### config.mk
export PLATFORM = sky130hd
export DESIGN_NAME = bullet_pool
export DESIGN_NICKNAME = d
export VERILOG_FILES = /design/src/rtl/bullet_pool.sv
export SDC_FILE = /design/constraint.sdc
export NUM_CORES = 1
export LEC_CHECK = 0
export CORE_ASPECT_RATIO = 0.8
export CORE_MARGIN = 2
export CORE_UTILIZATION = 58
export CTS_CLUSTER_DIAMETER = 80
export DETAILED_ROUTE_END_ITERATION = 6
export GPL_TIMING_DRIVEN = 0
export PLACE_DENSITY = 0.86
export SKIP_CTS_REPAIR_TIMING = 1
export SYNTH_ARGS = -nofsm -noshare
export SYNTH_HDL_FRONTEND = slang
export SYNTH_SLANG_ARGS = --single-unit
### constraint.sdc
create_clock -name clk -period 5.8 [get_ports clk]
set_clock_uncertainty 0.2 [all_clocks]
set_input_delay 1.16 -clock clk [delete_from_list [all_inputs] [get_ports clk]]
set_output_delay 1.16 -clock clk [all_outputs]
set_load 0.005 [all_outputs]
### src/rtl/bullet_pool.sv
// bullet_pool: pool of NBULL upward projectiles with shared draw, swept-band collision scan and rate-limited launch
module bullet_pool #(
    parameter int NBULL    = 4,
    parameter int XSIZE    = 3,
    parameter int YSIZE    = 5,
    parameter int SPEED    = 2,
    parameter int COOLDOWN = 8,
    parameter int YMIN     = 8
) (
    input  logic                  clk,
    input  logic                  rst,
    input  logic                  pixpulse,
    input  logic [9:0]            hcount,
    input  logic [9:0]            vcount,
    input  logic                  empty,
    input  logic                  move,
    input  logic                  shoot,
    input  logic [9:0]            xloc_start,
    input  logic [9:0]            yloc_start,
    output logic                  draw_bullet,
    output logic [NBULL-1:0]      active,
    output logic [10*NBULL-1:0]   xloc_all,
    output logic [10*NBULL-1:0]   yloc_all,
    output logic                  hit,
    output logic [2:0]            hit_slot,
    output logic [9:0]            hit_x
);
    localparam int CW = $clog2(COOLDOWN + 2);
    localparam logic [10:0] HX = 11'((XSIZE - 1) / 2);
    localparam logic [10:0] HY = 11'((YSIZE - 1) / 2);
    localparam logic [10:0] SP = 11'(SPEED);
    localparam logic [10:0] YTOP = 11'(YMIN + (YSIZE - 1) / 2 + SPEED);
    logic [9:0] xloc [NBULL];
    logic [9:0] yloc [NBULL];
    logic [NBULL-1:0] blocked, xin, ycov, sweep, take;
    logic [CW-1:0] cooldown;
    logic shoot_q, armed, launch, any_hit;
    logic [2:0] hit_slot_n;
    logic [9:0] hit_x_n;
    wire [10:0] hc = {1'b0, hcount};
    wire [10:0] vc = {1'b0, vcount};
    for (genvar g = 0; g < NBULL; g++) begin : g_slot
        wire [10:0] x = {1'b0, xloc[g]};
        wire [10:0] y = {1'b0, yloc[g]};
        assign xin[g]   = hc + HX >= x && hc <= x + HX;
        assign ycov[g]  = vc + HY >= y && vc <= y + HY;
        // bullet's next SPEED rows above its top edge: checking the whole band stops fast bullets tunnelling
        assign sweep[g] = y >= vc + HY + 11'd1 && y <= vc + HY + SP;
        assign xloc_all[10*g +: 10] = xloc[g];
        assign yloc_all[10*g +: 10] = yloc[g];
    end
    assign draw_bullet = |(active & xin & ycov);
    assign any_hit = |(active & blocked);
    always_comb begin
        take = '0;
        hit_slot_n = '0;
        hit_x_n = '0;
        for (int i = NBULL - 1; i >= 0; i--) begin
            if (!active[i]) begin
                take = '0;
                take[i] = 1'b1;
            end
            if (active[i] && blocked[i]) begin
                hit_slot_n = 3'(i);
                hit_x_n = xloc[i];
            end
        end
    end
    // armed keeps a shoot level held across reset from counting as a fresh edge
    assign launch = shoot && !shoot_q && armed && cooldown == '0 && |take;
    always_ff @(posedge clk) begin
        if (rst) begin
            active <= '0;
            blocked <= '0;
            cooldown <= '0;
            shoot_q <= 1'b0;
            armed <= 1'b0;
            hit <= 1'b0;
            hit_slot <= '0;
            hit_x <= '0;
            for (int i = 0; i < NBULL; i++) begin
                xloc[i] <= '0;
                yloc[i] <= '0;
            end
        end else if (pixpulse) begin
            shoot_q <= shoot;
            if (!shoot) armed <= 1'b1;
            hit <= move && any_hit;
            if (move && any_hit) begin
                hit_slot <= hit_slot_n;
                hit_x <= hit_x_n;
            end
            for (int i = 0; i < NBULL; i++) begin
                if (move) begin
                    blocked[i] <= 1'b0;
                    if (active[i] && (blocked[i] || {1'b0, yloc[i]} < YTOP)) active[i] <= 1'b0;
                    else if (active[i]) yloc[i] <= yloc[i] - 10'(SPEED);
                end else if (!empty && active[i] && xin[i] && sweep[i]) begin
                    blocked[i] <= 1'b1;
                end
                if (launch && take[i]) begin
                    active[i] <= 1'b1;
                    blocked[i] <= 1'b0;
                    xloc[i] <= xloc_start;
                    yloc[i] <= yloc_start;
                end
            end
            if (launch) cooldown <= CW'(COOLDOWN);
            else if (move && cooldown != '0) cooldown <= cooldown - 1'b1;
        end
    end
endmodule

==> metrics.md, run 1 <==
| Metric | Value |
|---|---|
| Final period util | a little over nine tenths |
| Most common cell in the synthesized netlist | ha_1 |
| Most frequent cells after synthesis | ha_1, inv_1, xnor2_1, nand2_1, o21ai_0 |
| Synth top area share | about a quarter |
| Post-synthesis area per instance | 8.592 µm² |
| Cells along the critical path | clkbuf_4 -> ha_1 -> buf_2 -> nand2_1 -> nor3_1 -> xor2_2 -> ha_1 -> a211oi_1 -> o21ai_0 -> a32oi_2 -> o311ai_1 -> dlymetal6s2s_1 |
| Core footprint | between 20000 and 25000 µm² |
| Largest net degree at the start of global routing | 22 |
| CTS Buf Count | 9 |
| Pre-antenna DRT Iters | 7 |
| Run status | finished, violations left |
| Final #Nets | approximately 1900 |
| DP Wirelength | roughly 33000 µm |
| Crit Path Max Fanout | 11 |
| Clk buf depth | 2 |
| Overall die width | approximately 170 µm |
| Final slew viol count | 0 |
| Total GRT Usage | approximately two fifths |
| Power density over the cells | between 150 and 200 nW/µm² |
| Overall Power | 0.002274 W |
| Full die area | 22020 µm² |
| Comb pwr share | between 30 and 40% |
| Maxcap violations | 0 |
| CP max stage delay | 0.40 ns |
| Vias per cell | about 6.6 |
| H-tree Lvls | 3 |
| Routed len/inst | 23.30 µm |
| Largest cells by area after synthesis | ha_1, edfxtp_1, xnor2_1 |
| Net Sw Frac | a little over a third |
| Port Buffers | 142 |
| Internal power | between 0.001 and 0.0015 W |
| Clock power share | 28.0% |
| Violation count after the first detailed-route iteration | 1569 |
| Area grow syn2layout | 19.53% |
| CTS tree | built |
| Ports | about 150 |
| CP arrival | ~4.2 ns |
| RSZ-0062 raised after global routing | false |
| Post-synth top area cell | ha_1 |
| Clk root buf | clkbuf_16 |
| CP endpoint kind | output pin |
| Failing checks | DRC |
| Share of cells above drive strength 1 | under 10% |
| Sequential share of power | 39.7% |
| Post-synth ARST share | 0% |
| Filler instances | around 1600 |
| Global-route wire length before repair | about 63000 µm |
| Antenna cells | 0 |
| Post-synth cell types | 81 |
| Max Freq | roughly 180 MHz |
| Post-Syn Instances | 1407 |
| Reg2reg setup slack | between 1.5 and 2 ns |
| Worst-Margin Slew | 1.146 ns |
| Sw Pwr | just over 0.0008 W |
| Worst setup SP type | primary input |
| Worst-path clk slew | 0.08 ns |
| Post-synth EDFFs | 80 |
| Syn_nets | 1683 |
| Placed instance count | 1821 |
| Critical setup path kind | primary input to output pin |
| Slew HR | a little under a quarter |
| CTS sink cnt | 107 |
| Most used DFF post-synth | edfxtp_1 |
| Final cell count without fillers | about 1900 |
| Detail Route Antenna Nets | 0 |
| Gpl congestion | a little over 1 |
| Post-Syn Area | ~12000 µm² |
| Number of synthesized register bits | 107 |
| CP most frequent cell | ha_1 |
| Final setup violation count | 0 |
| CP bufs+invs | 3 |
| Vias in the first global route | ~11000 |
| Hold Fails Final Rpt | 0 |
| # rows | 47 |
| Clk_lat worst skew | approximately 0.37 ns |
| Leakage | slightly below 6 nW |
| Crit path max-delay family | compound AO/OA/AOI/OAI gates |
| Hold WC Path Type | flip-flop to flip-flop |
| Synthesis warning total | 0 |
| Gr ovfl total | 0 |
| DRC viols | 8 |
| Peak VDD IR | 0.1363 mV |
| Initial antenna violation count | 0 |
| Total wire length | approximately 43000 µm |
| Starting Density | 58.74% |
| Critical Path RT | 4.44 ns |
| Fin crit period | around 5.5 ns |
| Sequential cell area fraction in the yosys report | between 20% and 30% |
| Slowest CP cell | xor2_2 |
| Die height | about 130 µm |
| DR vias | ~12000 |
-- power groups by stage --
| stage | combinational [W] | clock (W) | sequential (W) |
|---|---|---|---|
| after floorplan | 0.000423 | 0 | 0.000895 |
| after global placement | 0.000647 | 0 | 0.000916 |
| final | 0.000735 | 0.000636 | 0.000903 |
| after CTS | 0.000685 | 0.000629 | 0.000898 |
| after detailed placement | 0.000679 | 0 | 0.000916 |
| after global routing | 0.000798 | 0.000651 | 0.000904 |
-- metal layers --
metal	wire (µm)	track usage, %	vias to the layer above
met5	0	0	-
met2	17770	54.47	880
li1	-	-	5479
met3	6285	11.46	156
met4	1767	14.46	0
met1	17290	53.93	5646
-- final timing paths --
check / start / cells after the start / end
hold reg to reg: armed / 2 / armed
hold / removal: armed / 2 / armed
setup reg to reg: xloc[0][0] / 16 / blocked[0]
setup / recovery: vcount[2] / 12 / draw_bullet
-- flip-flops by register name (all words and copies together) (netlist names) --
signal	flops
active	4
blocked	4
yloc	40
cooldown	4
hit_x	10
hit_slot	2
xloc	40
shoot_q	1
armed	1
hit	1
-- worst reg2reg max path: stages (launching register included) --
cell and delay [ns]:
edfxtp_1 0.57, ha_1 0.25, nand3_1 0.12, nor3_1 0.34, nand3_1 0.14, xnor2_1 0.17, ha_1 0.32, nand2_1 0.06
nor2_1 0.13, nand4_1 0.11, o21ai_0 0.12, a31oi_1 0.09, a221oi_2 0.41, buf_4 0.20, o211a_1 0.13, o21ai_1 0.08
a221oi_1 0.30
-- final cells by class --
type,count,area [µm²],area share [%]
buffer,47,197.7,1.368
clock buffer,9,225.2,1.559
clock inverter,7,77.57,0.5368
inverter,111,424.2,2.935
multi-input combinational,1141,8722,60.36
sequential,107,2943,20.37
tap,269,336.6,2.329
timing repair buffer,159,1524,10.55
-- cell families (layout without fill, tap and decap cells) --
family	Yosys count	in the layout	synth area share, %
AO/OA/AOI/OAI	333	333	17.43
adder cells (fa/ha/maj)	239	239	24.56
other	1	1	0.03102
flip-flops	107	107	24.34
buffers and inverters	159	333	5.061
multiplexers	1	1	0.08280
XOR/XNOR	124	124	9.273
AND/OR/NAND/NOR	443	443	19.22
-- through the flow --
step                utilization (%)  TNS [ns]  hold WS (ns)  worst slack (ns)  area, µm²
global route                  70.21         0        0.3005            0.2238      14450
finish                        70.21         0        0.2821            0.2627      14450
global placement              67.28    -1.732        0.2509            -1.069      13850
floorplan                         -         0        0.2366            0.9258      12090
detailed placement            67.48    -1.898        0.2567            -1.068      13890
CTS                           68.95    -1.071        0.2776            -1.071      14190
-- cells in the final DEF, fill, tap and decap left out, drive strengths merged, types with 27 or more instances in the layout --
master / netlist / layout
nor3: 51 / 51
edfxtp: 80 / 80
nand2: 100 / 100
a21oi: 83 / 83
dfxtp: 27 / 27
ha: 230 / 230
nor2: 51 / 51
nand3: 84 / 84
clkdlybuf4s50: 0 / 123
inv: 110 / 111
xnor2: 111 / 111
clkbuf: 41 / 62
o21ai: 100 / 100
and2: 51 / 51
No activity file was read; power rests on OpenSTA's default activity.
==> run 2: changes to the inputs <==
--- a/config.mk
+++ b/config.mk
@@ -7,11 +7,11 @@
 export LEC_CHECK = 0
 export CORE_ASPECT_RATIO = 0.8
 export CORE_MARGIN = 2
-export CORE_UTILIZATION = 58
+export CORE_UTILIZATION = 45
 export CTS_CLUSTER_DIAMETER = 80
 export DETAILED_ROUTE_END_ITERATION = 6
 export GPL_TIMING_DRIVEN = 0
-export PLACE_DENSITY = 0.86
+export PLACE_DENSITY = 0.71
 export SKIP_CTS_REPAIR_TIMING = 1
 export SYNTH_ARGS = -nofsm -noshare
 export SYNTH_HDL_FRONTEND = slang
==> metrics.md, run 2 (same netlist as run 1, synthesis figures left out) <==
| Metric | Value |
|---|---|
| Vias per cell | 6.095 (-7.3%) |
| Hold_ws | 0.2739 ns (-0.008146 ns) |
| Core footprint | 26330 µm² (+28%) |
| Overall die width | 187.3 µm (+13%) |
| DRC viols | 0 (-8) |
| Maxcap violations | 0 (unchanged) |
| RSZ-0062 raised after global routing | false |
| CTS Buf Count | 9 (unchanged) |
| Critical setup path kind | primary input to output pin |
| DR vias | 11831 (-2.7%) |
| Total wire length | 43180 µm (+0.16%) |
| Final period util | 94.96% (-0.51 points) |
| Leakage | 5.883 nW (about the same) |
| Gr ovfl total | 0 (unchanged) |
| Clk buf depth | 2 (unchanged) |
| Largest net degree at the start of global routing | 20 (-9.1%) |
| Die height | 150.6 µm (+13%) |
| Most frequent cells in the layout | ha_1, clkdlybuf4s50_1, inv_1 |
| Vias in the first global route | 11169 (+0.15%) |
| Hold Fails Final Rpt | 0 (unchanged) |
| Share of cells above drive strength 1 | 6.696% (+0.69 points) |
| Ports | 145 (unchanged) |
| Worst-Margin Slew | 1.306 ns (+0.1604 ns) |
| Util after Layout | 55.48% (-15 points) |
| Final setup TNS | 0 ns (unchanged) |
| Port Buffers | 142 (unchanged) |
| Max Freq | 181.6 MHz (+0.54%) |
| Peak VDD IR | 0.1093 mV (-20%) |
| CP endpoint kind | output pin |
| CP arrival | 4.15 ns (-0.03 ns) |
| Violation count after the first detailed-route iteration | 1381 (-12%) |
| Detail Route Antenna Nets | 0 (unchanged) |
| Slew HR | 10.67% (-12 points) |
| Gpl congestion | 0.9734 (-4.5%) |
| Full die area | 28200 µm² (+28%) |
| Worst-path clk slew | 0.08 ns (about the same) |
| Initial antenna violation count | 1 (+1) |
| CTS sink cnt | 107 (unchanged) |
| Hold WC Path Type | flip-flop to flip-flop |
| Final slew viol count | 0 (unchanged) |
| Total GRT Usage | 30.09% (-8.0 points) |
| Clk_lat worst skew | 0.36 ns (about the same) |
| Critical Path RT | 4.44 ns (about the same) |
| Worst setup SP type | primary input |
| DP Wirelength | 33620 µm (+2.9%) |
| Global-route wire length before repair | 64490 µm (+2.0%) |
| Power density over the cells | 154.3 nW/µm² (-2.0%) |
| Crit Path Max Fanout | 9 (-2) |
| Run status | completed |
| Pre-antenna DRT Iters | 6 (-1) |
| Final setup violation count | 0 (unchanged) |
| # rows | 53 (+13%) |
| Clk root buf | clkbuf_16 |
| Commonest non-fill, non-tap cell in the layout | ha_1 |
| Top flop regs | xloc (40), yloc (40), hit_x (10) |
| H-tree Lvls | 3 (unchanged) |
| Final #Nets | 1854 (+0.11%) |
| CTS tree | built |
| Fin crit period | 5.508 ns (-0.02954 ns) |
| Routed len/inst | 22.24 µm (-4.5%) |
| Area grow syn2layout | 20.82% |
| Starting Density | 45.92% (-13 points) |
-- run 2: changes by cell type in the layout (fill, tap and decap cells not counted), sizes merged --
cell      before  now
clkinv         5    3
clkinvlp       2    3
buf           24   27
diode          0    1
-- run 2: path summary, 6_finish.rpt --
check | startpoint | endpoint | slack (ns) | depth (start not counted)
setup / recovery | vcount[5] | draw_bullet | 0.29 | 13
hold / removal | armed | armed | 0.27 | 2
setup reg to reg | yloc[1][5] | yloc[1][1] | 2.08 | 7
hold reg to reg | armed | armed | 0.27 | 2
-- run 2: critical path: stages --
cell	delay [ns]
clkbuf_2	0.26
buf_4	0.25
nand3_4	0.15
nor3_2	0.25
xnor2_2	0.23
inv_2	0.20
ha_1	0.33
a21o_1	0.16
a211oi_1	0.23
o21ai_0	0.15
a32oi_2	0.39
o311ai_2	0.19
dlymetal6s2s_1	0.19
-- run 2: routing by layer --
layer | wire length (µm) | share of wire (%) | global-route usage [%] | up-vias
met3 | 4669 | 11 | 6.084 | 93
met2 | 18400 | 43 | 45.09 | 593
met4 | 1441 | 3.3 | 11.51 | 0
met1 | 18660 | 43 | 42.53 | 5658
met5 | 0 | 0 | 0 | -
li1 | - | - | - | 5487
-- run 2: final cells by class --
class	instances	area, µm²
fillers	2436	11720
multi-input cells	1141	8776
flip-flops and latches	107	2943
repair buffers	161	1530
well taps	357	446.7
inverters	111	427.9
clock buffers	10	229.0
plain buffers	47	197.7
clock inverters	6	53.80
diodes	1	2.502
-- run 2: metrics by stage --
step / instance area [µm²] / power, W / setup slack [ns] / cells
3_3_place_gp: 13960 / 0.001572 / -1.153 / 1906
5_1_grt: 14610 / 0.002359 / 0.1267 / 1941
4_1_cts: 14290 / 0.002208 / -1.240 / 1925
2_1_floorplan: 12090 / 0.001318 / 0.9258 / 1407
6_report: 14610 / 0.002253 / 0.2922 / 1941
3_5_place_dp: 14000 / 0.001600 / -1.228 / 1909
-- run 2: report_power, final --
part / switching (W) / internal (W) / total (W)
sequential: 0.0000546 / 0.000848 / 0.000902
clock: 0.000319 / 0.000302 / 0.000621
combinational: 0.000419 / 0.000311 / 0.000730
==> run 3: changes to the inputs <==
--- a/config.mk
+++ b/config.mk
@@ -11,7 +11,7 @@
 export CTS_CLUSTER_DIAMETER = 80
 export DETAILED_ROUTE_END_ITERATION = 6
 export GPL_TIMING_DRIVEN = 0
-export PLACE_DENSITY = 0.71
+export PLACE_DENSITY = 0.67
 export SKIP_CTS_REPAIR_TIMING = 1
 export SYNTH_ARGS = -nofsm -noshare
 export SYNTH_HDL_FRONTEND = slang
==> metrics.md, run 3 (same netlist as run 1, synthesis figures left out) <==
| Metric | Value |
|---|---|
| R2R cell count | 15 (+8) |
| Hold depth | 2 (unchanged) |
| CP endpoint kind | output pin |
| DRC viols | 0 (unchanged) |
| Cells along the critical path | clkbuf_4 -> buf_6 -> clkinvlp_4 -> ha_4 -> clkinvlp_4 -> buf_12 -> buf_4 -> ha_1 -> o21ai_0 -> nand2b_1 -> a21oi_1 -> o21ai_0 -> o211ai_1 -> a21oi_1 -> a32oi_2 -> o311ai_2 -> dlymetal6s2s_1 |
| Clk buf depth | 2 (unchanged) |
| Core footprint | 26330 µm² (unchanged) |
| Worst setup SP type | primary input |
| CTS sink cnt | 107 (unchanged) |
| Run status | completed |
| Vias in the first global route | 10705 (-4.2%) |
| Overall die width | 187.3 µm (unchanged) |
| Slew HR | 24.89% (+14 points) |
| Final period util | 95.01% (about the same) |
| Gr ovfl total | 0 (unchanged) |
| Reg2Reg Capture Point | blocked[0] |
| Reg2reg setup slack | 2.07 ns (about the same) |
| Antenna cells | 0 (-1) |
| Total GRT Usage | 30.36% (+0.27 points) |
| CTS Buf Count | 9 (unchanged) |
| Peak VDD IR | 0.1352 mV (+24%) |
| Area grow syn2layout | 20.59% |
| DR vias | 11729 (-0.86%) |
| Final cell count without fillers | 1935 (-0.31%) |
| Starting Density | 45.92% (unchanged) |
| Detail Route Antenna Nets | 0 (unchanged) |
| H-tree Lvls | 3 (unchanged) |
| Violation count after the first detailed-route iteration | 1391 (+0.72%) |
| Port Buffers | 142 (unchanged) |
| Power density over the cells | 156.1 nW/µm² (+1.2%) |
| Setup WS pre-CTS | -1.196 ns (+0.03176 ns) |
| Top flop regs | xloc (40), yloc (40), hit_x (10) |
| Critical path origin | vcount[1] |
| Die height | 150.6 µm (unchanged) |
| Final slew viol count | 0 (unchanged) |
| Crit Path Max Fanout | 8 (-1) |
| Hold Fails Final Rpt | 0 (unchanged) |
| CP max stage delay | 0.35 ns (-0.04 ns) |
| Critical Path RT | 4.44 ns (about the same) |
| DP Wirelength | 34230 µm (+1.8%) |
| Critical path endpoint | draw_bullet |
| Vias per cell | 6.061 (-0.55%) |
| Largest net degree at the start of global routing | 21 (+5.0%) |
| Worst-path clk slew | 0.07 ns (about the same) |
| Clk_lat worst skew | 0.36 ns (about the same) |
| # rows | 53 (unchanged) |
| Total wire length | 43620 µm (+1.0%) |
| Reg-to-Reg Start | xloc[0][0] |
| CP arrival | 4.15 ns (about the same) |
| Leakage | 5.872 nW (-0.18%) |
| Placed instance count | 1909 (unchanged) |
| Gpl congestion | 0.9700 (-0.35%) |
| Setup WS post-layout | 0.2893 ns (-0.002993 ns) |
| Ports | 145 (unchanged) |
| CTS tree | built |
| Final setup violation count | 0 (unchanged) |
| CP bufs+invs | 7 (+3) |
| Pre-antenna DRT Iters | 5 (-1) |
| Commonest non-fill, non-tap cell in the layout | ha_1 |
| Critical setup path kind | primary input to output pin |
| Crit path max-delay family | buffers and inverters |
| Initial antenna violation count | 1 (unchanged) |
| Final #Nets | 1849 (-0.27%) |
| Routed len/inst | 22.54 µm (+1.3%) |
| Hold WC Path Type | flip-flop to flip-flop |
| Clk root buf | clkbuf_16 |
| Final setup TNS | 0 ns (unchanged) |
| Share of cells above drive strength 1 | 5.957% (-0.74 points) |
| Max Freq | 181.5 MHz (about the same) |
| Most frequent cells in the layout | ha_1, clkdlybuf4s50_1, inv_1 |
| Stages on the worst setup path | 17 (+4) |
| Worst-Margin Slew | 1.098 ns (-0.2079 ns) |
| Full die area | 28200 µm² (unchanged) |
| Fin crit period | 5.511 ns (+0.002993 ns) |
| Global-route wire length before repair | 64370 µm (-0.19%) |
| RSZ-0062 raised after global routing | false |
| Maxcap violations | 0 (unchanged) |
| Slowest CP cell | ha_4 |
| Hold_ws | 0.2788 ns (+0.004839 ns) |
## run 3: changes by cell type in the layout (fill, tap and decap cells not counted), sizes merged
| cell | delta |
|---|---|
| dlymetal6s2s | -1 |
| inv | +1 |
| diode | -1 |
| clkinvlp | -1 |
| buf | -5 |
| clkbuf | +1 |
## run 3: area by class of cell
| cell class | count | area, µm² |
|---|---|---|
| fill | 2424 | 11750 |
| clock buffer | 10 | 239.0 |
| buffer | 47 | 197.7 |
| multi-input combinational | 1141 | 8756 |
| timing repair buffer | 156 | 1506 |
| inverter | 111 | 424.2 |
| tap | 357 | 446.7 |
| sequential | 107 | 2943 |
| clock inverter | 6 | 65.06 |
## run 3: metal layers
metal	up-vias	wire [µm]	global-route usage (%)
met4	2	1429	10.67
met1	5587	19600	44.70
met5	-	13	0
li1	5469	-	-
met2	585	17620	43.18
met3	86	4957	6.690
## run 3: worst min path at each step
stage / start / endpoint / slack, ns
after floorplan: armed / armed / 0.24
after global placement: armed / armed / 0.25
after detailed placement: armed / armed / 0.26
after CTS: armed / armed / 0.28
after global routing: armed / armed / 0.30
final: hit / hit / 0.28
## run 3: worst min-delay path: stages (launching register included)
cell     delay, ns
dfxtp_1       0.32
nand2_1       0.06
a21oi_1       0.06
## run 3: where the power goes
group,switching [W],leakage [nW],internal (W)
Sequential,0.0000562,1.04,0.000848
Combinational,0.000419,4.68,0.000309
Clock,0.000327,0.150,0.000318
Total,0.000802,5.87,0.00147
## run 3: metrics by stage
| step | total power, W | utilization, % | area, µm² |
|---|---|---|---|
| 2_1_floorplan | 0.001318 | - | 12090 |
| 3_3_place_gp | 0.001582 | 53.02 | 13960 |
| 3_5_place_dp | 0.001603 | 53.17 | 14000 |
| 4_1_cts | 0.002236 | 54.33 | 14300 |
| 5_1_grt | 0.002385 | 55.37 | 14580 |
| 6_report | 0.002276 | 55.37 | 14580 |
